<file path="config.mk">
export PLATFORM = sky130hd
export DESIGN_NAME = hilf6_elem_sched
export DESIGN_NICKNAME = d
export VERILOG_FILES = /design/src/rtl/hilf6_pkg.sv /design/src/rtl/hilf6_pick.sv /design/src/rtl/hilf6_elem_sched.sv
export SDC_FILE = /design/constraint.sdc
export NUM_CORES = 1
export LEC_CHECK = 0
export CORE_MARGIN = 2
export CORE_UTILIZATION = 25
export CTS_CLUSTER_DIAMETER = 50
export DETAILED_ROUTE_END_ITERATION = 8
export GPL_ROUTABILITY_DRIVEN = 0
export PLACE_DENSITY = 0.46
export SLEW_MARGIN = 20
export SYNTH_ARGS = -nofsm -noshare
export SYNTH_HDL_FRONTEND = slang
export SYNTH_SLANG_ARGS = --single-unit
</file>
<file path="constraint.sdc">
create_clock -name clk -period 10.9 [get_ports clk]
set_clock_uncertainty 0.1 [all_clocks]
set_input_delay 2.18 -clock clk [delete_from_list [all_inputs] [get_ports clk]]
set_output_delay 2.18 -clock clk [all_outputs]
set_load 0.01 [all_outputs]
</file>
<file path="src/rtl/hilf6_pkg.sv">
// Shared widths, FSM encoding and popcount helper for the 6-element DAC scheduler.
package hilf6_pkg;

  localparam int unsigned N_ELEM = 6;
  localparam int unsigned SW     = 4;
  localparam int unsigned CW     = 3;

  typedef enum logic [1:0] {
    IDLE   = 2'd0,
    SELECT = 2'd1,
    COMMIT = 2'd2
  } state_t;

  function automatic logic [CW-1:0] popcount6(input logic [N_ELEM-1:0] v);
    logic [CW-1:0] c;
    c = '0;
    for (int i = 0; i < int'(N_ELEM); i++) begin
      c = c + CW'(v[i]);
    end
    return c;
  endfunction

endpackage

</file>
<file path="src/rtl/hilf6_pick.sv">
// Combinational argmin/argmax over the masked SFI values; lowest index wins ties.
module hilf6_pick
  import hilf6_pkg::*;
(
  input  logic [N_ELEM*SW-1:0] sfi,
  input  logic [N_ELEM-1:0]    mask,
  input  logic                 find_max,
  output logic [N_ELEM-1:0]    sel_c,
  output logic                 found_c
);

  logic [SW-1:0] best;
  logic [SW-1:0] cur;

  // Strict compare keeps the earliest (lowest-index) candidate on ties.
  always_comb begin
    sel_c   = '0;
    found_c = 1'b0;
    best    = '0;
    cur     = '0;
    for (int i = 0; i < int'(N_ELEM); i++) begin
      cur = sfi[i*SW +: SW];
      if (mask[i] && (!found_c || (find_max ? (cur > best) : (cur < best)))) begin
        best     = cur;
        sel_c    = '0;
        sel_c[i] = 1'b1;
        found_c  = 1'b1;
      end
    end
  end

endmodule

</file>
<file path="src/rtl/hilf6_elem_sched.sv">
// Unit-element scheduler: moves one element per cycle toward the requested count, then commits.
// Optional statistics outputs (tr_cnt, sel_cycles) enabled by HILF6_SCHED_STATS_EN.
module hilf6_elem_sched
  import hilf6_pkg::*;
(
  input  logic              clk,
  input  logic              rst,
  input  logic [CW-1:0]     code_i,
  input  logic              code_valid,
  output logic              code_ready,
  input  logic [SW-1:0]     sfi5,
  input  logic [SW-1:0]     sfi4,
  input  logic [SW-1:0]     sfi3,
  input  logic [SW-1:0]     sfi2,
  input  logic [SW-1:0]     sfi1,
  input  logic [SW-1:0]     sfi0,
  output logic [N_ELEM-1:0] st,
  output logic [N_ELEM-1:0] elem,
  output logic              elem_valid,
  output logic              code_err
`ifdef HILF6_SCHED_STATS_EN
  ,
  output logic [15:0]       tr_cnt,
  output logic [3:0]        sel_cycles
`endif
);

  state_t               state;
  state_t               nxt;
  logic [CW-1:0]        tgt;
  logic [N_ELEM*SW-1:0] snap;
  logic [N_ELEM-1:0]    w;
  logic [CW-1:0]        cnt;
  logic                 load_c;
  logic                 step_c;
  logic                 commit_c;
  logic                 find_max;
  logic [N_ELEM-1:0]    pick_sel;
  logic                 pick_found;

  assign cnt      = popcount6(w);
  assign find_max = cnt > tgt;

  hilf6_pick u_pick (
    .sfi      (snap),
    .mask     (find_max ? w : ~w),
    .find_max (find_max),
    .sel_c    (pick_sel),
    .found_c  (pick_found)
  );

  always_ff @(posedge clk) begin
    if (rst) state <= IDLE;
    else     state <= nxt;
  end

  always_comb begin
    nxt = state;
    case (state)
      IDLE:    if (code_ready && code_valid) nxt = SELECT;
      SELECT:  if (cnt == tgt) nxt = COMMIT;
      COMMIT:  nxt = IDLE;
      default: nxt = IDLE;
    endcase
  end

  always_comb begin
    load_c   = 1'b0;
    step_c   = 1'b0;
    commit_c = 1'b0;
    case (state)
      IDLE:    load_c   = code_ready && code_valid;
      SELECT:  step_c   = cnt != tgt;
      COMMIT:  commit_c = 1'b1;
      default: ;
    endcase
  end

  // Ready is held low through reset and follows the next state afterwards.
  always_ff @(posedge clk) begin
    if (rst) begin
      code_ready <= 1'b0;
      tgt        <= '0;
      snap       <= '0;
      w          <= '0;
      elem       <= '0;
      st         <= '0;
      elem_valid <= 1'b0;
      code_err   <= 1'b0;
    end else begin
      code_ready <= (nxt == IDLE);
      elem_valid <= commit_c;
      st         <= commit_c ? (w & ~elem) : '0;
      if (load_c) begin
        tgt  <= (code_i > CW'(N_ELEM)) ? CW'(N_ELEM) : code_i;
        snap <= {sfi5, sfi4, sfi3, sfi2, sfi1, sfi0};
        w    <= elem;
        if (code_i > CW'(N_ELEM)) code_err <= 1'b1;
      end
      if (step_c && pick_found) w <= w ^ pick_sel;
      if (commit_c) elem <= w;
    end
  end

`ifdef HILF6_SCHED_STATS_EN
  logic [3:0]  sel_run;
  logic [16:0] tr_sum;

  assign tr_sum = {1'b0, tr_cnt} + 17'(popcount6(w & ~elem));

  // Saturating transition counter and per-operation SELECT cycle count.
  always_ff @(posedge clk) begin
    if (rst) begin
      tr_cnt     <= '0;
      sel_cycles <= '0;
      sel_run    <= '0;
    end else begin
      if (load_c) sel_run <= '0;
      else if (state == SELECT) sel_run <= sel_run + 4'd1;
      if (commit_c) begin
        sel_cycles <= sel_run;
        tr_cnt     <= tr_sum[16] ? 16'hFFFF : tr_sum[15:0];
      end
    end
  end
`endif

endmodule

</file>
==> flow_summary.toml <==
[layout]
ff_latch_area_sq_um = 1000
nets = 498
drive_gt1_share_pct = 23.3
syn2layout_area_growth_pct = 42.6
fin_util_pct = 36.1
multi_input_area_sq_um = 2150
fill_cells = 1258
n_antenna_cell = 0

[power]
power.density_nw_per_um2 = 266
ir_drop_mv = 0.120
total_leakage_power_nw = 1.60

[die]
die_w_um = 114
initial_core_util_pct = 25.3
num_io_pins = 45
die_h_um = 114
core_area_sq_um = 11900
rows = 40
die_area_sq_um = 13000

[min_path]
holdCritStartpoint = "tgt[1]"
min_path_type = "reg -> reg"

[flow_run]
maxCapViolations = 0

[grt]
grt_max_degree = 46
grt_pass1_wl_mm = 12.9
overflow = 0
antenna_found_initial = 0
grt_pass1_vias = 2634
grt_usage_pct = 12.4

[synth]
synth_cells = 376
synth-edff-count = 0
synth_area_sq_um = 3020
synth_seq_cells = 50
synth_top_cell_by_area = "dfxtp_1"
avgSynthCellArea_sq_um = 8.02
yosysUniqueCellTypes = 54
synth_warnings = 0
synthTopCellsByCount = "70 x nand2_1, 50 x dfxtp_1, 42 x a21oi_1"
synth-main-ff-cell = "dfxtp_1"
synth_area_leaders = "dfxtp_1 33%, ha_1 10%, nand2_1 8.7%"
synthArstFlopShare_pct = 0
synth-seq-area-share_pct = 33.2
synthesis.nets = 433
synth_top_area_share_pct = 33.2
yosysMostFrequentCell = "nand2_1"

[place]
dp_hpwl_mm = 5.81
port_buffers = 44

[cts]
cts.path.max_buffers = 2
cts-buffers-inserted = 5
tritoncts = "built"
cts_root_buf = "clkbuf_16"
h-tree-depth = 2
clkTransAtPathRegs_ps = 70
clock_latency_ps = 290
clock-sinks = 50

[timing]
min_period_ps = 10780
setup_viol = 0
period_share_pct = 98.9
max-slew-margin-rel_pct = 47.7
slew_viol_final = 0
rsz0062_at_grt = "yes"
tns_ps = 0
final_hold_viol_count = 0
tightestPinTransition_ps = 783
fmax_mhz = 92.8

[critical_path]
required_ps = 11010
start_kind = "flip-flop"
cp_slowest_cell = "fa_1"
crit_path_end_kind = "flip-flop"
slowest_delay_ps = 550
r2r-start = "w[3]"
crit_fanout = 5
critical_path_arrival_ps = 10890
worstSetupStartpoint = "w[3]"
reg2reg_setup_slack_ps = 120
critPathKind = "reg -> reg"

[detailed_routing]
drt-total-wl_mm = 8.43
vias_per_cell = 4.88
dr.pass1.iters = 4
first_iter_violations = 102
ant_nets = 0
remaining_drc_errors = 0
via_count = 2872
route.detailed.wl_per_inst_um = 14.3

[run_status]
outcome = "complete, no violations"
stage by stage:
stage          hold WS (ps)  area (sq um)  power (mW)  instances  setup WS (ps)
6_report                358          4300        1.14        589            123
5_1_grt                 382          4300        1.22        589           -331
4_1_cts                 361          3870       0.933        571           6.71
3_5_place_dp            351          3650       0.717        560           -496
3_3_place_gp            347          3650       0.713        560           -377
2_1_floorplan           332          3020       0.583        376            228
metal layers:
| metal | GRT usage [%] | wire length, um | up-vias |
|---|---|---|---|
| li1 | - | - | 1451 |
| met1 | 16.1 | 4020 | 1363 |
| met2 | 21.2 | 4050 | 52 |
| met3 | 2.50 | 255 | 6 |
| met4 | 3.09 | 99 | 0 |
| met5 | 0 | 0 | - |
logic make-up (layout without fill, tap and decap cells):
kind of cell             count (synthesis)  in the layout  synth area share (%)
flip-flops                              50             50                  33.2
XOR/XNOR                                 3              3                 0.871
AND/OR/NAND/NOR                        143            143                  21.9
AO/OA/AOI/OAI                           94             94                  21.1
multiplexers                            15             15                  5.14
buffers and inverters                   44            110                  5.85
adder cells (fa/ha/maj)                 27             27                  11.9
worst paths after layout:
check	depth (start not counted)	end
worst max-delay path	50	w[1]
worst min-delay path	2	tgt[1]
worst max register to register	50	w[1]
worst min register to register	2	tgt[1]
cells in the final DEF (no fill, tap or decap), types with 3 or more instances in the layout:
cell type and n:
a21oi_2 6, o21ai_1 4, nand2b_1 5, mux2_2 3, o21ai_2 3, nand4_1 5, nor3_1 7, nand2_2 4
dfxtp_1 48, a211oi_1 3, a21oi_1 35, clkbuf_16 5, inv_1 22, nand3_1 4, ha_4 8, mux2i_1 11
ha_1 15, nor2_2 3, nor2b_1 3, o22ai_1 4, fa_1 3, clkdlybuf4s50_1 44, a21o_1 3, inv_2 3
a21oi_4 3, buf_4 31, nor2_1 26, nand2_1 66
report_power, final:
part	total (mW)	switching, mW	leakage [nW]	internal (mW)
Combinational	0.757	0.398	1.11	0.359
Sequential	0.205	0.0117	0.407	0.193
Clock	0.182	0.0728	0.0842	0.109
worst max-delay path: cells and delay by family (launching register included):
family,cells,cell delay (ps)
compound gates,19,3580
simple gates,12,1910
xor+xnor,1,180
fa+ha+maj,10,3370
mux,2,510
buf+inv,6,680
flops,1,330
area by class of cell:
cell class | count | area share (%)
clock buffer | 5 | 2.91
clock inverter | 3 | 1.02
inverter | 25 | 2.18
multi-input combinational | 282 | 50.1
sequential | 50 | 23.3
tap | 147 | 4.28
timing repair buffer | 77 | 16.2
repair_timing:
item	in CTS	in global routing
hold buffers	0	0
pin swaps	2	31
setup buffers	3	18
gates resized for setup	6	58
setup endpoints to repair	6	6
flip-flops by register name, summed over array words and instances (netlist names), named ones only:
name        cells
snap           24
elem            6
st              6
w               5
tgt             3
state           2
code_err        1
code_ready      1
elem_valid      1
(Power assumes the default switching activity.)
